File: src/rtl/seq_shift_unit_if.sv
// Handshake and data bundle for seq_shift_unit: request side (start/operand/mode)
// and completion side (result/bit_out/busy/done).
interface seq_shift_unit_if #(
    parameter int WIDTH = 8,
    parameter int AMT_W = 3
);
    logic             start_valid;
    logic             start_ready;
    logic [WIDTH-1:0] d_in;
    logic [AMT_W-1:0] amt;
    logic [1:0]       mode;
    logic             fill_in;
    logic [WIDTH-1:0] result;
    logic             bit_out;
    logic             busy;
    logic             done;

    modport master (
        output start_valid, d_in, amt, mode, fill_in,
        input  start_ready, result, bit_out, busy, done
    );

    modport slave (
        input  start_valid, d_in, amt, mode, fill_in,
        output start_ready, result, bit_out, busy, done
    );
endinterface

File: src/rtl/seq_shift_unit.sv
// Sequential shifter: one single-bit LSL/LSR/ASR/ROR step per clock, amt steps per request.
// Define SEQ_SHIFT_ROTATE_EN to enable ROR on mode 11; otherwise mode 11 behaves as LSR.
module seq_shift_unit #(
    parameter int WIDTH = 8,
    parameter int AMT_W = 3
) (
    input  logic          clk,
    input  logic          rst,
    seq_shift_unit_if.slave bus
);

    localparam logic [1:0] MODE_LSL = 2'b00;
    localparam logic [1:0] MODE_ASR = 2'b10;
`ifdef SEQ_SHIFT_ROTATE_EN
    localparam logic [1:0] MODE_ROR = 2'b11;
`endif

    typedef enum logic [1:0] {
        IDLE,
        SHIFT,
        DONE
    } state_t;

    state_t           r_state;
    state_t           w_next_state;
    logic [WIDTH-1:0] r_result;
    logic             r_bit_out;
    logic [AMT_W-1:0] r_cnt;
    logic [1:0]       r_mode;
    logic [WIDTH:0]   w_step;
    logic             w_accept;

    // Returns {bit shifted out, new value}; mode 11 falls to LSR unless rotate is built in.
    function automatic logic [WIDTH:0] shift_step(
        input logic [WIDTH-1:0] v,
        input logic [1:0]       m,
        input logic             fill
    );
        logic [WIDTH:0] s;
        case (m)
            MODE_LSL: s = {v[WIDTH-1], v[WIDTH-2:0], fill};
            MODE_ASR: s = {v[0], v[WIDTH-1], v[WIDTH-1:1]};
`ifdef SEQ_SHIFT_ROTATE_EN
            MODE_ROR: s = {v[0], v[0], v[WIDTH-1:1]};
`endif
            default:  s = {v[0], fill, v[WIDTH-1:1]};
        endcase
        return s;
    endfunction

    assign w_step   = shift_step(r_result, r_mode, bus.fill_in);
    assign w_accept = (r_state == IDLE) && bus.start_valid;

    always_ff @(posedge clk) begin
        if (rst) begin
            r_state <= IDLE;
        end else begin
            r_state <= w_next_state;
        end
    end

    always_comb begin
        w_next_state    = r_state;
        bus.start_ready = 1'b0;
        bus.busy        = 1'b0;
        bus.done        = 1'b0;
        case (r_state)
            IDLE: begin
                bus.start_ready = 1'b1;
                if (bus.start_valid) begin
                    w_next_state = (bus.amt != '0) ? SHIFT : DONE;
                end
            end
            SHIFT: begin
                bus.busy = 1'b1;
                if (r_cnt == AMT_W'(1)) begin
                    w_next_state = DONE;
                end
            end
            DONE: begin
                bus.busy     = 1'b1;
                bus.done     = 1'b1;
                w_next_state = IDLE;
            end
            default: w_next_state = IDLE;
        endcase
    end

    // Operand registers: loaded on acceptance, stepped in SHIFT, held otherwise.
    always_ff @(posedge clk) begin
        if (rst) begin
            r_result  <= '0;
            r_bit_out <= 1'b0;
            r_cnt     <= '0;
            r_mode    <= '0;
        end else if (w_accept) begin
            r_result  <= bus.d_in;
            r_bit_out <= 1'b0;
            r_cnt     <= bus.amt;
            r_mode    <= bus.mode;
        end else if (r_state == SHIFT) begin
            r_result  <= w_step[WIDTH-1:0];
            r_bit_out <= w_step[WIDTH];
            r_cnt     <= r_cnt - AMT_W'(1);
        end
    end

    assign bus.result  = r_result;
    assign bus.bit_out = r_bit_out;

endmodule

File: src/flat_wrapper.sv
// flat-port wrapper written by rule: the top's interface ports become plain ports
module seq_shift_unit_flat 
#(
    parameter int WIDTH = 8,
    parameter int AMT_W = 3
)
  (clk, rst, bus_start_valid, bus_d_in, bus_amt, bus_mode, bus_fill_in, bus_start_ready, bus_result, bus_bit_out, bus_busy, bus_done);
  seq_shift_unit_if #(.WIDTH(WIDTH), .AMT_W(AMT_W)) bus_i ();
  input  logic clk;
  input  logic rst;
  input wire logic [$bits(bus_i.start_valid)-1:0] bus_start_valid;
  input wire logic [$bits(bus_i.d_in)-1:0] bus_d_in;
  input wire logic [$bits(bus_i.amt)-1:0] bus_amt;
  input wire logic [$bits(bus_i.mode)-1:0] bus_mode;
  input wire logic [$bits(bus_i.fill_in)-1:0] bus_fill_in;
  output wire logic [$bits(bus_i.start_ready)-1:0] bus_start_ready;
  output wire logic [$bits(bus_i.result)-1:0] bus_result;
  output wire logic [$bits(bus_i.bit_out)-1:0] bus_bit_out;
  output wire logic [$bits(bus_i.busy)-1:0] bus_busy;
  output wire logic [$bits(bus_i.done)-1:0] bus_done;
  assign bus_i.start_valid = bus_start_valid;
  assign bus_i.d_in = bus_d_in;
  assign bus_i.amt = bus_amt;
  assign bus_i.mode = bus_mode;
  assign bus_i.fill_in = bus_fill_in;
  assign bus_start_ready = bus_i.start_ready;
  assign bus_result = bus_i.result;
  assign bus_bit_out = bus_i.bit_out;
  assign bus_busy = bus_i.busy;
  assign bus_done = bus_i.done;
  seq_shift_unit #(.WIDTH(WIDTH), .AMT_W(AMT_W)) u_core (.clk(clk), .rst(rst), .bus(bus_i));
endmodule
File: config.mk
export PLATFORM = sky130hd
export DESIGN_NAME = seq_shift_unit_flat
export DESIGN_NICKNAME = d
export VERILOG_FILES = /design/src/rtl/seq_shift_unit_if.sv /design/src/rtl/seq_shift_unit.sv /design/src/flat_wrapper.sv
export SDC_FILE = /design/constraint.sdc
export NUM_CORES = 1
export LEC_CHECK = 0
export ABC_CLOCK_PERIOD_IN_PS = 2900
export CORE_UTILIZATION = 44
export DETAILED_ROUTE_END_ITERATION = 10
export PLACE_DENSITY = 0.75
export SLEW_MARGIN = 15
export SYNTH_ARGS = -nofsm -noshare
export SYNTH_HDL_FRONTEND = slang
export SYNTH_SLANG_ARGS = --single-unit
File: constraint.sdc
create_clock -name clk -period 2.9 [get_ports clk]
set_clock_uncertainty 0.05 [all_clocks]
set_input_delay 0.58 -clock clk [delete_from_list [all_inputs] [get_ports clk]]
set_output_delay 0.58 -clock clk [all_outputs]
set_load 0.05 [all_outputs]
==> impl_metrics.toml <==
[outcome]
status = "finished, final reports clean"

[cts]
clk_latency_ns = 0.30
clock-root-buffer = "clkbuf_4"
clockBufferDepth = 2
path_clk_slew_ns = 0.11
htreeDepth = 1
numClockSinks = 16
cts_tree = "done"
numCtsBuffers = 3
cts_hold_buf = 0
cts_resized = 0
post_cts_buffers = 0

[setup_path]
cp.buffers_inverters = 2
crit_chain = "inv_1 -> ha_1 -> clkdlybuf4s50_1"
path_class = "flip-flop to primary output"
slowest_delay_ns = 0.79
worstSetupStartpointType = "flip-flop"
critPathTopFamily = "buffers and inverters"
r2r-end = "u_core.bus.result[3]"
critPathMaxFanout = 3
critPathCaptureType = "primary output"
r2r_slack_ns = 1.16
cp.arrival_ns = 1.82
path_depth = 3
rr_worst_depth = 6
reg2reg_from = "u_core.r_state[1]"
slowest_stage = "clkdlybuf4s50_1"
crit_required_ns = 2.27

[placed_design]
placed_area_um2 = 1264
post-place-cells = 159
io_buffers = 28
globalplace.congestion = 0.7762
place_hpwl_um = 1648

[final_layout]
syn_to_final_growth_pct = 32.53
fillers = 177
n_antenna_cell = 0
fin_cells = 163
final_util_pct = 64.29
drive_gt1_share_pct = 8.824
fin_area_um2 = 1300
nNetsFinal = 159

[sta]
fmax_ghz = 0.4086
drv_slew = 0
tightest_slew_ns = 0.6715
setup_tns_ns = 0
finalSetupViolCount = 0
grt_setup_unrepaired = "no"
finalCriticalPeriod_ns = 2.447
timing.slew.headroom_pct = 55.09
hold_violations = 0
fin_crit_sh_pct = 84.39

[logic_synthesis]
syn_area_um2 = 980.9
yosys-top-cells-area = "dfxtp_1, ha_1, a2bb2oi_1"
ys_seq_area_share_pct = 32.65
synth_ff_type = "dfxtp_1"
syn_area_per_cell_um2 = 8.837
ys_warn_count = 0
synth_edf_count = 0
synth_cell_types = 36
ys_ff_latch = 16
synth_top_cell_area_share_pct = 32.65
yosysMostFrequentCell = "dfxtp_1"
synth.cells.most_frequent = "dfxtp_1, nand3_1, buf_2, inv_1"
synthArstFlopShare_pct = 0
syn_nets = 133
synth_area_leader_cell = "dfxtp_1"
synthCells = 111

[die]
dieArea_um2 = 2422
die_h_um = 49.22
initial_core_util_pct = 48.51
core_um2 = 2022
pin_count = 29
die_w_um = 49.22
num_rows = 16

[grt]
grt_use_met2_pct = 33.56
antenna_found_initial = 0
grt_pass1_wl_um = 3919
grt_pass1_vias = 892
grt_use_met3_pct = 4.050
grt_max_degree = 27
busiest_layer = "met2"
use_met1_pct = 26.70
grt_overflow_total = 0
grt_use_total_pct = 20.48

[worst_hold_path]
worstHoldPathCells = 1
min_to = "u_core.r_state[1]"
hold_path_class = "flip-flop to flip-flop"
hold_start = "u_core.r_state[1]"

[pwr]
peakVddDrop_mv = 0.4012
powerDensity_nw_per_um2 = 659.3
power.total_uw = 857.1
leakage_nw = 0.4750

[drt]
postRouteAntennaNets = 0
post_drt_wl_per_cell_um = 14.23
dr.pass1.iters = 4
finalWirelength_um = 2319
drt_iter0_drc = 10
drc = 0
vias = 959
vias_per_cell = 5.883

[run]
maxCapViolCount = 0
## per-stage QoR
step	hold slack (ns)	setup WS, ns
6_report	0.5041	0.4528
5_1_grt	0.5225	0.3890
4_1_cts	0.4991	0.4514
3_5_place_dp	0.4750	0.7810
3_3_place_gp	0.4569	0.8342
2_1_floorplan	0.4469	1.163
## registers in the layout, indices dropped and copies added (netlist names)
register,count
u_core.bus.result,8
u_core.r_cnt,3
u_core.bus.bit_out,1
u_core.r_mode,2
u_core.r_state,2
## metal layers
layer  up-vias  wire, um  part of all wire, %
met2        26      1129                   49
li1        474         -                    -
met4         0        17                 0.73
met1       457      1091                   47
met5         -         0                    0
met3         2        81                  3.5
## worst max path at each step
stage	from	endpoint	slack [ns]
after global routing	u_core.r_state[0]	bus_busy	0.39
after detailed placement	u_core.r_state[1]	bus_busy	0.78
after global placement	u_core.r_state[1]	bus_busy	0.83
after floorplan	u_core.r_state[0]	u_core.bus.result[7]	1.16
final	u_core.r_state[1]	bus_busy	0.45
after CTS	u_core.r_state[1]	bus_busy	0.45
## where the power goes
part | internal, mW | switching (mW) | total (mW)
Sequential | 0.255 | 0.0371 | 0.292
Combinational | 0.167 | 0.244 | 0.412
Clock | 0.0765 | 0.0765 | 0.153
## cells in the final DEF (no fill, tap or decap), drive strengths merged
cell type | netlist | final
a211o | 1 | 1
a211oi | 3 | 3
a21o | 1 | 1
a21oi | 10 | 10
a221oi | 1 | 1
a22oi | 1 | 1
a2bb2oi | 6 | 6
a31o | 2 | 2
buf | 9 | 3
clkbuf | 1 | 4
clkdlybuf4s50 | 0 | 28
dfxtp | 16 | 16
ha | 5 | 5
inv | 7 | 7
mux2i | 1 | 1
nand2 | 5 | 5
nand2b | 2 | 2
nand3 | 10 | 10
nand4 | 1 | 1
nor2 | 3 | 3
nor3b | 1 | 1
o211a | 1 | 1
o211ai | 1 | 1
o21ai | 4 | 4
o2bb2ai | 2 | 2
o311ai | 5 | 5
o31ai | 1 | 1
o32ai | 1 | 1
or3b | 3 | 3
or4b | 5 | 5
xnor2 | 1 | 1
xor2 | 1 | 1
## cells by family (layout without fill, tap and decap cells)
group	Yosys count	in the layout	synth area share [%]
AOI/OAI and AO/OA	40	40	31.13
xor gates and xnor gates	2	2	1.786
adders and majority gates	5	5	6.378
buffers and inverters	17	42	8.163
DFF	16	16	32.65
muxes	1	1	1.020
and+or+nand+nor	30	30	18.88
## final cells by class
| type | instances | area (um^2) | share of cell area (%) |
|---|---|---|---|
| Timing Repair Buffer | 31 | 302.8 | 23.29 |
| Tap cell | 27 | 33.78 | 2.599 |
| Clock buffer | 4 | 36.28 | 2.791 |
| Inverter | 7 | 26.28 | 2.021 |
| Sequential cell | 16 | 320.3 | 24.64 |
| Multi-Input combinational cell | 78 | 580.6 | 44.66 |
## worst register-to-register path, stage by stage, from the launching register on
cell and delay, ns:
dfxtp_1 0.34, inv_1 0.10, ha_1 0.17, buf_4 0.26, or4b_1 0.46, o311ai_0 0.13
a21oi_1 0.10
No activity file was read; power rests on OpenSTA's default activity.
